--- src/rtl/tinyalu_arbiter.sv ---
// Round-robin arbiter and sequencer that shares one tinyalu between NUM_REQ
// requesters. One operation is outstanding at a time: IDLE accepts a request,
// EXEC holds alu_start until done (or timeout), RESP pulses the response.
module tinyalu_arbiter #(
  parameter int NUM_REQ = 4,
  parameter int TIMEOUT = 15
) (
  input  logic                   clk,
  input  logic                   reset,
  input  logic [NUM_REQ-1:0]     req_valid,
  input  logic [NUM_REQ*8-1:0]   req_a,
  input  logic [NUM_REQ*8-1:0]   req_b,
  input  logic [NUM_REQ*3-1:0]   req_op,
  output logic [NUM_REQ-1:0]     req_ready,
  output logic [NUM_REQ-1:0]     rsp_valid,
  output logic [15:0]            rsp_result,
  output logic                   rsp_error,
  output logic                   busy,
  output logic [7:0]             alu_a,
  output logic [7:0]             alu_b,
  output logic [2:0]             alu_op,
  output logic                   alu_start,
  input  logic                   alu_done,
  input  logic [15:0]            alu_result
);

  localparam int IDX_W = (NUM_REQ > 1) ? $clog2(NUM_REQ) : 1;
  localparam int CNT_W = $clog2(TIMEOUT + 1);

  typedef enum logic [1:0] {
    IDLE = 2'd0,
    EXEC = 2'd1,
    RESP = 2'd2
  } state_t;

  // Opcodes that need the ALU; everything else (no_op, rst_op, 101, 110)
  // is answered locally with a zero result.
  function automatic logic is_alu_op(input logic [2:0] op);
    return (op == 3'b001) || (op == 3'b010) || (op == 3'b011) || (op == 3'b100);
  endfunction

  state_t             state;
  state_t             next_state;
  logic [IDX_W-1:0]   grant_q;     // round-robin pointer and owner of the op
  logic [IDX_W-1:0]   grant_idx;
  logic [IDX_W-1:0]   cand;
  logic               any_valid;
  logic               accept;
  logic               exec_done;
  logic               exec_timeout;
  logic [CNT_W-1:0]   cnt;

  logic [7:0] a_arr  [NUM_REQ];
  logic [7:0] b_arr  [NUM_REQ];
  logic [2:0] op_arr [NUM_REQ];

  for (genvar i = 0; i < NUM_REQ; i++) begin : g_unpack
    assign a_arr[i]  = req_a[8*i +: 8];
    assign b_arr[i]  = req_b[8*i +: 8];
    assign op_arr[i] = req_op[3*i +: 3];
  end

  // State register.
  // NOTE: sequential state uses non-blocking assignments so every flop samples
  // pre-edge values regardless of block ordering.
  always_ff @(posedge clk) begin
    if (reset) state <= IDLE;
    else       state <= next_state;
  end

  // Round-robin pick: first asserted request after the pointer, wrapping.
  // NOTE: every variable gets a default before any conditional write so the
  // combinational block cannot infer a latch.
  always_comb begin
    grant_idx = '0;
    any_valid = 1'b0;
    cand      = '0;
    for (int k = 1; k <= NUM_REQ; k++) begin
      cand = IDX_W'((int'(grant_q) + k) % NUM_REQ);
      if (!any_valid && req_valid[cand]) begin
        any_valid = 1'b1;
        grant_idx = cand;
      end
    end
  end

  // Next-state logic, handshake and control strobes for the datapath.
  always_comb begin
    next_state   = state;
    accept       = 1'b0;
    exec_done    = 1'b0;
    exec_timeout = 1'b0;
    req_ready    = '0;
    case (state)
      IDLE: begin
        if (any_valid && !reset) begin
          accept               = 1'b1;
          req_ready[grant_idx] = 1'b1;
          next_state           = is_alu_op(op_arr[grant_idx]) ? EXEC : RESP;
        end
      end
      EXEC: begin
        // done has priority over a timeout hit in the same cycle
        if (alu_done) begin
          exec_done  = 1'b1;
          next_state = RESP;
        end else if (cnt == CNT_W'(TIMEOUT - 1)) begin
          exec_timeout = 1'b1;
          next_state   = RESP;
        end
      end
      RESP:    next_state = IDLE;
      default: next_state = IDLE;
    endcase
  end

  // Datapath: operand latch, ALU start, cycle counter and response registers.
  always_ff @(posedge clk) begin
    if (reset) begin
      grant_q    <= IDX_W'(NUM_REQ - 1);
      alu_a      <= '0;
      alu_b      <= '0;
      alu_op     <= '0;
      alu_start  <= 1'b0;
      cnt        <= '0;
      rsp_result <= '0;
      rsp_error  <= 1'b0;
    end else begin
      if (accept) begin
        grant_q   <= grant_idx;
        alu_a     <= a_arr[grant_idx];
        alu_b     <= b_arr[grant_idx];
        alu_op    <= op_arr[grant_idx];
        alu_start <= is_alu_op(op_arr[grant_idx]);
        cnt       <= '0;
        if (!is_alu_op(op_arr[grant_idx])) begin
          rsp_result <= '0;
          rsp_error  <= 1'b0;
        end
      end
      if (state == EXEC) begin
        if (exec_done) begin
          alu_start  <= 1'b0;
          rsp_result <= alu_result;
          rsp_error  <= 1'b0;
        end else if (exec_timeout) begin
          alu_start  <= 1'b0;
          rsp_result <= '0;
          rsp_error  <= 1'b1;
        end else begin
          cnt <= cnt + 1'b1;
        end
      end
    end
  end

  // One-cycle response pulse to the owner of the finished operation.
  always_comb begin
    rsp_valid = '0;
    if (state == RESP) rsp_valid[grant_q] = 1'b1;
  end

  assign busy = (state != IDLE);

endmodule

--- config.mk ---
export PLATFORM = sky130hd
export DESIGN_NAME = tinyalu_arbiter
export DESIGN_NICKNAME = d
export VERILOG_FILES = /design/src/rtl/tinyalu_arbiter.sv
export SDC_FILE = /design/constraint.sdc
export NUM_CORES = 1
export LEC_CHECK = 0
export BUFFER_PORTS_ARGS = -buffer_cell sky130_fd_sc_hd__buf_2
export CORE_UTILIZATION = 40
export CTS_CLUSTER_DIAMETER = 150
export DETAILED_ROUTE_END_ITERATION = 16
export GPL_TIMING_DRIVEN = 1
export PLACE_DENSITY = 0.8
export SYNTH_ARGS = -nofsm -noshare
export SYNTH_HDL_FRONTEND = slang
export SYNTH_SLANG_ARGS = --single-unit
--- constraint.sdc ---
create_clock -name clk -period 3.2 [get_ports clk]
set_clock_uncertainty 0.05 [all_clocks]
set_input_delay 0.32 -clock clk [delete_from_list [all_inputs] [get_ports clk]]
set_output_delay 0.32 -clock clk [all_outputs]
set_load 0.02 [all_outputs]
==> out/results.txt <==
Status: finished, final reports clean
Wire length on met3: 381 um
Layout area overhead: 35.11%
Synth warnings: 0
Unrepaired setup endpoints after global routing: no
Pre-CTS setup slack: 0.2903 ns
Clock Path Buffers: 2
Routability congestion estimate: 0.8072
Met1 wire length: 2.886 mm
Core area: 6314 sq um
Total CTS buffers: 5
DR vias/cell: 5.572
Fmax: 331.6 MHz
CP startpoint kind: register
Routed WL: 6.971 mm
Clock transition at the registers of the reported paths: 0.09 ns
Detailed Route Iter0 Violations: 115
All-Layer GR Usage: 20.06%
Final WS setup: 0.1845 ns
First-pass DRT Iterations: 4
Pwr/cell area: 915.7 nW/um^2
Multi-input gate area: 1582 sq um
Design Area, Final: 3515 sq um
Die W: 82.64 um
DP HPWL: 5.212 mm
Fin crit period: 3.016 ns
Nets: 511
Post-Syn Instances: 269
Sequential area share after synthesis: 34.63%
Syn_area_per_cell: 9.670 sq um
Row count: 29
Setup crit end kind: output port
TritonCTS clock tree: done
Top layer in use: met4
Top cell type's share of synthesized area: 34.63%
IO buf count: 144
Worst skew pair latency: 0.30 ns
Total setup buffers inserted after CTS: 0
Filler cells: 583
Max-slew headroom: 61.03%
Antenna cell count: 0
Max-slew violation count: 0
Root Driver: clkbuf_8
Post-synthesis cell area: 2601 sq um
Register Area: 900.9 sq um
Height of the chip: 82.64 um
Max FO, Critical Path: 39
Leakage Power: 1.777 nW
Max Cap Viol: 0
Hold WC Path Type: in2reg
Met2 WL: 3.552 mm
Worst endpoint required time: 2.83 ns
Synth area leader: dfxtp_1
Gr ovfl total: 0
Largest net degree at the start of global routing: 40
First-pass GRT wire length: 10.63 mm
Cts hold-fix bufs: 0
Via Count: 2,697
Routed length per instance: 14.40 um
VDD IR max: 0.5616 mV
Initial Utilization: 41.20%
IO Pins: 145
Synth Register Bits: 45
Slew @ Worst Pin: 0.5846 ns
Placed cell area: 3392 sq um
Initial antenna violation count: 0
# DRC: 0
Share of cells above drive strength 1: 42.75%
# H-tree levels: 2
Post-CTS Resized: 0
Fin crit share: 94.23%
Arr. time, crit path: 2.65 ns
Final-report setup violation count: 0
Crit Path Category: reg2out
Final setup TNS: 0 ns
Number of global-route vias before repair: 2,457
Clock Sinks: 45
ANT nets after route: 0
Distinct cells, synth: 38
Synth top area cells: dfxtp_1 (35%), mux2i_1 (17%), a32o_1 (6.5%)
Die Area: 6829 sq um
Synthesized net count: 374
Final Hold Violating Endpoints: 0
cells in the final DEF (no fill, tap or decap), types with 5 or more instances in the layout:
master and count:
ha_1 5, nand2_1 17, xnor2_1 6, inv_1 6, and2_1 6, nor2_1 26
clkbuf_8 6, mux2i_1 43, buf_2 144, a21oi_1 13, dfxtp_1 45, a221oi_1 9
buf_4 7, o221ai_1 12, a32o_1 17
area by class of cell:
class	instances	share of cell area (%)
inverter	6	0.6408
sequential	45	25.63
timing repair buffer	152	22.57
clock inverter	2	1.068
tap	77	2.741
multi-input combinational	196	45.00
clock buffer	6	2.350
through the flow:
step                      std cells  hold slack [ns]  total power, mW  util (%)
after floorplan                 269           0.3921            2.280         -
after global placement          476           0.3916            2.727     53.73
after detailed placement        476           0.3989            2.774     53.73
after CTS                       484           0.1622            3.230     55.63
after global routing            484           0.1703            3.418     55.67
final                           484           0.1699            3.219     55.67
cell usage after synthesis (all sizes together):
library cell  number
a2111oi            1
a211o              1
a211oi             4
a21oi             13
a221oi             9
a22oi              2
a2bb2oi            2
a31o               1
a31oi              3
a32o              17
and2               6
and3               1
buf               12
clkbuf            10
dfxtp             45
ha                 6
inv                6
mux2               3
mux2i             43
mux4               2
nand2             17
nand2b             4
nand3              4
nor2              26
nor2b              4
nor3               5
nor3b              1
nor4               1
o221ai            12
o2bb2ai            1
o32ai              1
xnor2              6
worst paths after layout:
path,from,to,slack (ns),cells after the start
setup / recovery,grant_q[0]$_SDFFE_PP1P_,req_ready[3],0.18,9
hold / removal,alu_result[0],rsp_result[0]$_SDFF_PP0_,0.17,2
setup reg to reg,grant_q[0]$_SDFFE_PP1P_,rsp_result[15]$_SDFF_PP0_,0.34,9
hold reg to reg,alu_a[3]$_SDFFE_PP0P_,alu_a[3]$_SDFFE_PP0P_,0.41,2
cells by family (layout without fill, tap and decap cells):
| group | Yosys count | in the layout | share of synthesized area [%] |
|---|---|---|---|
| AOI/OAI and AO/OA | 67 | 67 | 23.09 |
| muxes | 48 | 48 | 19.58 |
| buffers and inverters | 28 | 166 | 5.291 |
| xor gates and xnor gates | 6 | 6 | 2.020 |
| DFF | 45 | 45 | 34.63 |
| and+or+nand+nor | 69 | 69 | 12.51 |
| adders and majority gates | 6 | 6 | 2.886 |
power by group:
part / internal (mW) / switching (mW)
registers: 0.716 / 0.0788
clock network: 0.254 / 0.198
logic: 0.846 / 1.13
registers in the layout (all words and copies together), names as in the netlist:
| register | flops |
|---|---|
| rsp_result | 16 |
| alu_start | 1 |
| alu_op | 3 |
| alu_b | 8 |
| rsp_error | 1 |
| alu_a | 8 |
| cnt | 4 |
| grant_q | 2 |
| state | 2 |
critical path, cell delays in order, from the launching register on:
cell,delay [ns]
dfxtp_1,0.34
inv_1,0.10
ha_2,0.44
nor2b_1,0.08
a211oi_2,0.35
a2bb2oi_2,0.27
a2bb2oi_4,0.22
buf_12,0.28
nor2_1,0.08
buf_2,0.16
routing by layer:
layer,vias to the layer above,track usage [%]
li1,1287,-
met1,1283,21.97
met2,111,37.38
met3,16,2.967
met4,0,9.655
met5,-,0
No activity file was read; power rests on OpenSTA's default activity.
